File: src/rtl/kb_direction_rx_if.sv
// PS/2 keyboard line pair plus the decoded heading/code outputs of kb_direction_rx.
// master = keyboard/bench side, slave = receiver side.
interface kb_direction_rx_if;
   logic       KB_clk;
   logic       KB_data;
   logic [3:0] direction;
   logic [7:0] code;
   logic       code_valid;
   logic       frame_error;

   modport master (
      output KB_clk, KB_data,
      input  direction, code, code_valid, frame_error
   );

   modport slave (
      input  KB_clk, KB_data,
      output direction, code, code_valid, frame_error
   );
endinterface

File: src/rtl/kb_direction_rx.sv
// PS/2 receiver: synchronizes and glitch-filters KB_clk, deframes 11-bit frames,
// and turns arrow/WASD make codes into a one-hot heading with optional reverse lockout.
module kb_direction_rx #(
   parameter int unsigned FILTER_LEN = 8,
   parameter int unsigned TIMEOUT    = 50000,
   parameter bit          NO_REVERSE = 1'b1
) (
   input  logic               VGA_clk,
   input  logic               reset,
   kb_direction_rx_if.slave   kb
);

   localparam int unsigned FW = $clog2(FILTER_LEN + 1);
   localparam int unsigned TW = $clog2(TIMEOUT + 1);

   typedef enum logic [1:0] {IDLE, DATA, PARITY, STOP} state_e;

   state_e          state_q, state_d;
   logic            kclk_s1_q, kclk_s2_q, kdat_s1_q, kdat_s2_q;
   logic            filt_q, filt_d;
   logic [FW-1:0]   fcnt_q, fcnt_d;
   logic [2:0]      bitcnt_q, bitcnt_d;
   logic [7:0]      shift_q, shift_d;
   logic            par_q, par_d;
   logic [TW-1:0]   tocnt_q, tocnt_d;
   logic            ext_q, ext_d, brk_q, brk_d;
   logic [3:0]      dir_q, dir_d;
   logic [7:0]      code_q, code_d;
   logic            cv_q, cv_d, fe_q, fe_d;
   logic            sample_c;
   logic [3:0]      dec_c, opp_c;

   function automatic logic [3:0] decode(input logic [7:0] b, input logic ext);
      logic [3:0] d;
      d = 4'b0000;
      if (!ext) begin
         case (b)
            8'h1D:   d = 4'b0001;
            8'h1C:   d = 4'b0010;
            8'h1B:   d = 4'b0100;
            8'h23:   d = 4'b1000;
            default: d = 4'b0000;
         endcase
      end else begin
         case (b)
            8'h75:   d = 4'b0001;
            8'h6B:   d = 4'b0010;
            8'h72:   d = 4'b0100;
            8'h74:   d = 4'b1000;
            default: d = 4'b0000;
         endcase
      end
      return d;
   endfunction

   assign dec_c = decode(shift_q, ext_q);
   // Rotating by two bits maps up<->down and left<->right.
   assign opp_c = {dir_q[1:0], dir_q[3:2]};

   // PS/2 lines idle high, so the synchronizers and filter reset to 1.
   always_ff @(posedge VGA_clk or posedge reset) begin
      if (reset) begin
         kclk_s1_q <= 1'b1;
         kclk_s2_q <= 1'b1;
         kdat_s1_q <= 1'b1;
         kdat_s2_q <= 1'b1;
         filt_q    <= 1'b1;
         fcnt_q    <= '0;
      end else begin
         kclk_s1_q <= kb.KB_clk;
         kclk_s2_q <= kclk_s1_q;
         kdat_s1_q <= kb.KB_data;
         kdat_s2_q <= kdat_s1_q;
         filt_q    <= filt_d;
         fcnt_q    <= fcnt_d;
      end
   end

   always_comb begin
      filt_d = filt_q;
      fcnt_d = '0;
      if (kclk_s2_q != filt_q) begin
         if (fcnt_q == FW'(FILTER_LEN - 1)) filt_d = kclk_s2_q;
         else                               fcnt_d = fcnt_q + FW'(1);
      end
   end

   assign sample_c = filt_q & ~filt_d;

   always_ff @(posedge VGA_clk or posedge reset) begin
      if (reset) begin
         state_q  <= IDLE;
         bitcnt_q <= '0;
         shift_q  <= '0;
         par_q    <= 1'b0;
         tocnt_q  <= '0;
         ext_q    <= 1'b0;
         brk_q    <= 1'b0;
         dir_q    <= '0;
         code_q   <= '0;
         cv_q     <= 1'b0;
         fe_q     <= 1'b0;
      end else begin
         state_q  <= state_d;
         bitcnt_q <= bitcnt_d;
         shift_q  <= shift_d;
         par_q    <= par_d;
         tocnt_q  <= tocnt_d;
         ext_q    <= ext_d;
         brk_q    <= brk_d;
         dir_q    <= dir_d;
         code_q   <= code_d;
         cv_q     <= cv_d;
         fe_q     <= fe_d;
      end
   end

   always_comb begin
      state_d  = state_q;
      bitcnt_d = bitcnt_q;
      shift_d  = shift_q;
      par_d    = par_q;
      tocnt_d  = tocnt_q;
      ext_d    = ext_q;
      brk_d    = brk_q;
      dir_d    = dir_q;
      code_d   = code_q;
      cv_d     = 1'b0;
      fe_d     = 1'b0;

      case (state_q)
         IDLE: begin
            tocnt_d  = '0;
            bitcnt_d = '0;
            if (sample_c && !kdat_s2_q) state_d = DATA;
         end
         DATA: begin
            if (sample_c) begin
               shift_d  = {kdat_s2_q, shift_q[7:1]};
               bitcnt_d = bitcnt_q + 3'd1;
               if (bitcnt_q == 3'd7) state_d = PARITY;
            end
         end
         PARITY: begin
            if (sample_c) begin
               par_d   = kdat_s2_q;
               state_d = STOP;
            end
         end
         STOP: begin
            if (sample_c) begin
               state_d = IDLE;
               if (kdat_s2_q && (^{shift_q, par_q})) begin
                  cv_d   = 1'b1;
                  code_d = shift_q;
                  if (shift_q == 8'hF0) begin
                     brk_d = 1'b1;
                  end else if (shift_q == 8'hE0) begin
                     ext_d = 1'b1;
                  end else begin
                     ext_d = 1'b0;
                     brk_d = 1'b0;
                     if (!brk_q && (dec_c != 4'b0000) &&
                         !(NO_REVERSE && (dir_q != 4'b0000) && (dec_c == opp_c)))
                        dir_d = dec_c;
                  end
               end else begin
                  fe_d  = 1'b1;
                  ext_d = 1'b0;
                  brk_d = 1'b0;
               end
            end
         end
         default: state_d = IDLE;
      endcase

      // Abandon a stalled frame; stop-bit handling above never overlaps since sample_c clears the count.
      if (state_q != IDLE) begin
         if (sample_c) begin
            tocnt_d = '0;
         end else if (tocnt_q == TW'(TIMEOUT - 1)) begin
            state_d = IDLE;
            tocnt_d = '0;
            fe_d    = 1'b1;
            ext_d   = 1'b0;
            brk_d   = 1'b0;
         end else begin
            tocnt_d = tocnt_q + TW'(1);
         end
      end
   end

   assign kb.direction   = dir_q;
   assign kb.code        = code_q;
   assign kb.code_valid  = cv_q;
   assign kb.frame_error = fe_q;

endmodule
File: src/flat_wrapper.sv
// flat-port wrapper written by rule: the top's interface ports become plain ports
module kb_direction_rx_flat 
#(
   parameter int unsigned FILTER_LEN = 8,
   parameter int unsigned TIMEOUT    = 50000,
   parameter bit          NO_REVERSE = 1'b1
)
  (VGA_clk, reset, kb_KB_clk, kb_KB_data, kb_direction, kb_code, kb_code_valid, kb_frame_error);
  kb_direction_rx_if kb_i ();
  input  logic VGA_clk;
  input  logic reset;
  input wire logic [$bits(kb_i.KB_clk)-1:0] kb_KB_clk;
  input wire logic [$bits(kb_i.KB_data)-1:0] kb_KB_data;
  output wire logic [$bits(kb_i.direction)-1:0] kb_direction;
  output wire logic [$bits(kb_i.code)-1:0] kb_code;
  output wire logic [$bits(kb_i.code_valid)-1:0] kb_code_valid;
  output wire logic [$bits(kb_i.frame_error)-1:0] kb_frame_error;
  assign kb_i.KB_clk = kb_KB_clk;
  assign kb_i.KB_data = kb_KB_data;
  assign kb_direction = kb_i.direction;
  assign kb_code = kb_i.code;
  assign kb_code_valid = kb_i.code_valid;
  assign kb_frame_error = kb_i.frame_error;
  kb_direction_rx #(.FILTER_LEN(FILTER_LEN), .TIMEOUT(TIMEOUT), .NO_REVERSE(NO_REVERSE)) u_core (.VGA_clk(VGA_clk), .reset(reset), .kb(kb_i));
endmodule
File: config.mk
export PLATFORM = sky130hd
export DESIGN_NAME = kb_direction_rx_flat
export DESIGN_NICKNAME = d
export VERILOG_FILES = /design/src/rtl/kb_direction_rx_if.sv /design/src/rtl/kb_direction_rx.sv /design/src/flat_wrapper.sv
export SDC_FILE = /design/constraint.sdc
export NUM_CORES = 1
export LEC_CHECK = 0
export ABC_CLOCK_PERIOD_IN_PS = 3200
export BUFFER_PORTS_ARGS = -buffer_cell sky130_fd_sc_hd__buf_4
export CAP_MARGIN = 20
export CORE_MARGIN = 2
export CORE_UTILIZATION = 47
export CTS_BUF_LIST = sky130_fd_sc_hd__clkbuf_4
export CTS_CLUSTER_SIZE = 12
export DETAILED_ROUTE_END_ITERATION = 8
export PLACE_DENSITY = 0.67
export SLEW_MARGIN = 25
export SYNTH_ARGS = -nofsm -noshare
export SYNTH_HDL_FRONTEND = slang
export SYNTH_SLANG_ARGS = --single-unit
File: constraint.sdc
create_clock -name VGA_clk -period 3.2 [get_ports VGA_clk]
set_clock_uncertainty 0.1 [all_clocks]
set_input_delay 0 -clock VGA_clk [delete_from_list [all_inputs] [get_ports VGA_clk]]
set_output_delay 0 -clock VGA_clk [all_outputs]
set_load 0.005 [all_outputs]
==> impl_results.md <==
- Total power density per cell area: about 370 mW/mm^2
- Final Cycle Share: ~78%
- Clock slew at reported path FFs: between 0.1 and 0.15 ns
- Crit path kind: flip-flop to flip-flop
- Most common library cell in the layout ignoring fill and taps: sky130_fd_sc_hd__dfrtp_1
- Total count of hold-check failures in the final report: 0
- Number of antenna violations at the first check in global routing: 0
- Worst Max-Slew Pin Slew: 0.7725 ns
- Width of the die: 79.88 um
- H-tree lvl count: 2
- Syn avg cell area: roughly 11 sq um
- Worst-case headroom to the max-slew limit: between 40% and 50%
- Area added between synthesis and finish: 9.616%
- Crit path time final: around 2.5 ns
- I/O pin total: 18
- Worst-path maximum fanout: 11
- Unrepaired setup endpoints after global routing: false
- Global-route wire length before repair: about 8000 um
- Worst path bufs/invs: 0
- Cells after Synth: about 240
- Maximum single-stage delay on the critical path: between 0.5 and 0.6 ns
- Final number of max-transition violations: 0
- Leakage: roughly 1.4 nW
- Count of port buffers added during placement: 17
- Post-Syn Nets: ~250
- Placeable Area: 0.005540 sq mm
- Remaining number of nets flagged by the antenna check after routing: 0
- Area after DPL: 0.002879 sq mm
- Kind of capture point of the worst setup path: flip-flop
- Clk Latency, worst-skew pair: around 0.38 ns
- Clock tree sinks: between 50 and 60
- Cell Area, Synth: 0.002706 sq mm
- Number of unique standard cell types used by synthesis: 46
- DP HPWL: 3136 um
- Finished Cell Area: ~0.003 sq mm
- Synthesis Warnings: 0
- Starting density of the core: between 40% and 50%
- Total of endpoints with negative setup slack in the final report: 0
- Top delay family on crit path: simple AND/OR/NAND/NOR gates
- Chip height: 79.88 um
- Aggregate global-route resource usage: 16.06%
- Fraction of registers with async set or reset after synthesis: 100.0%
- Die area: about 0.0064 sq mm
- Arrival time of data at the critical path endpoint: roughly 2.7 ns
- Number of global-route vias before repair: between 1500 and 2000
- Total clock buffers created by CTS: 5
- DRC: 0
- Final global-route overflow total: 0
- Root buffer selected by CTS: sky130_fd_sc_hd__clkbuf_4
- Most used DFF post-synth: sky130_fd_sc_hd__dfrtp_1
- Row count: 27
- Final nets: 268
- Routed vias: around 1700
- CTS tree: built
- Starting DRC count in detailed routing: 42
- Outcome: finished, final reports clean
- Register area share after synthesis: between 50% and 60%
- Final routed wire length divided by cell count: between 10 and 15 um
- Count of TritonRoute iterations in the first routing pass: 4
- Fraction of layout cells with a size suffix above 1: approximately 21%
- Max-cap viol count: 0
- Number of synthesized register bits: 55
- Slowest cell on the critical path: sky130_fd_sc_hd__nor4b_1
- Data required time at the worst endpoint: between 3 and 4 ns
- Number of instances resized during post-cts repair: 0
- Highest attainable clock frequency: around 400 MHz
- Highest-count cells in the layout ignoring fill and taps: 50 x sky130_fd_sc_hd__dfrtp_1, 22 x sky130_fd_sc_hd__nor2_1, 19 x sky130_fd_sc_hd__buf_4
- Maximum clock insertion buffer count: 2
- Crit path launch type: flip-flop
- GP Congestion: a little under 0.8
- Count of flip-flops with a built-in enable after synthesis: 0
- Total power consumption of the routed design: 0.001111 W
- Fin Setup TNS: 0 ns
- Cell-by-cell listing of the critical path: ha_1 > and3b_1 > nand3b_1 > or2_1 > nor4b_1 > o21ai_0 > a21oi_1
- Via density: around 5.2
- Worst vdd ir: approximately 0.00023 V
- Maximum number of pins on one net before global-route repair: 40
- Hold/Removal Path Class: input pin to flip-flop
- Antenna cell count: 0
- Total wirelength of the detailed-routed design: between 4000 and 5000 um
-- final timing paths --
check / from / to / slack [ns] / depth (start not counted)
hold reg to reg: u_core.kdat_s1_q / u_core.kdat_s2_q / 0.26 / 0
hold / removal: kb_KB_clk / u_core.kclk_s1_q / 0.18 / 2
min in group asynchronous: reset / u_core.ext_q / 0.20 / 3
setup / recovery: u_core.fcnt_q[0] / u_core.brk_q / 0.70 / 7
max in group asynchronous: reset / u_core.fcnt_q[0] / 2.06 / 4
setup reg to reg: u_core.fcnt_q[0] / u_core.brk_q / 0.70 / 7
-- state kept, by name, summed over array words and instances, names as in the netlist, 2 cells and up --
signal and flops:
u_core.bitcnt_q 3, u_core.tocnt_q 16, u_core.state_q 2, u_core.kb.code 8
u_core.kb.direction 4, u_core.fcnt_q 4, u_core.shift_q 8
-- synth_stat cells (6+ instances only) --
| cell | number | area share, % |
|---|---|---|
| sky130_fd_sc_hd__nor3_1 | 8 | 1.5 |
| sky130_fd_sc_hd__inv_1 | 7 | 0.97 |
| sky130_fd_sc_hd__xnor2_1 | 16 | 5.2 |
| sky130_fd_sc_hd__mux2_2 | 18 | 7.5 |
| sky130_fd_sc_hd__nand2_1 | 13 | 1.8 |
| sky130_fd_sc_hd__xor2_1 | 6 | 1.9 |
| sky130_fd_sc_hd__a21oi_1 | 6 | 1.1 |
| sky130_fd_sc_hd__nand3_1 | 8 | 1.5 |
| sky130_fd_sc_hd__dfrtp_1 | 50 | 46 |
| sky130_fd_sc_hd__nor2_1 | 22 | 3.1 |
| sky130_fd_sc_hd__o21ai_0 | 8 | 1.5 |
| sky130_fd_sc_hd__and3_1 | 6 | 1.4 |
-- kinds of logic (layout without fill, tap and decap cells) --
family	Yosys count	count (layout)	share of synthesized area, %
AND/OR/NAND/NOR	87	87	18.22
flip-flops	55	55	51.09
AO/OA/AOI/OAI	32	32	8.368
XOR/XNOR	23	23	7.952
multiplexers	23	23	9.339
buffers and inverters	19	37	3.190
adder cells (fa/ha/maj)	4	4	1.849
-- per-layer routing --
metal,track usage (%),wire length [um],up-vias
met5,0,0,-
met4,6.102,68,0
met3,3.620,122,7
met2,25.92,2175,24
met1,21.10,2126,836
li1,-,-,878
-- power by group --
group          leakage, nW  switching [W]  internal (W)
logic                0.592      0.0000370     0.0000307
clock network       0.0333       0.000207     0.0000942
registers            0.749      0.0000178      0.000724
total                 1.37       0.000262      0.000849
-- final cells by class --
class / count / area (sq um)
tap: 72 / 90.09
inverter: 7 / 26.28
fill: 507 / 2574
timing repair buffer: 22 / 172.7
clock buffer: 6 / 45.04
sequential: 55 / 1383
multi-input combinational: 169 / 1237
clock inverter: 2 / 12.51
-- worst register-to-register path: cells and delay by family, from the launching register on --
family | cells | cell delay [ns]
and+or+nand+nor | 4 | 1.41
DFF | 1 | 0.40
AOI/OAI and AO/OA | 2 | 0.31
adders and majority gates | 1 | 0.21
-- metrics by stage --
step / utilization, % / hold WS, ns / instances / setup WS (ns)
2_1_floorplan: - / -0.09552 / 243 / 0.9920
4_1_cts: 53.55 / 0.1462 / 333 / 0.6920
3_3_place_gp: 51.96 / 0.008914 / 322 / 0.8191
3_5_place_dp: 51.96 / 0.009762 / 322 / 0.7352
5_1_grt: 53.55 / 0.1526 / 333 / 0.3927
6_report: 53.55 / 0.1778 / 333 / 0.7012
-- timing repair --
action,4_1_cts,5_1_grt
setup buffers,0,0
endpoints found under the hold margin,35,0
setup endpoints to repair,0,0
hold buffers,3,0
No activity file was read; power rests on OpenSTA's default activity.
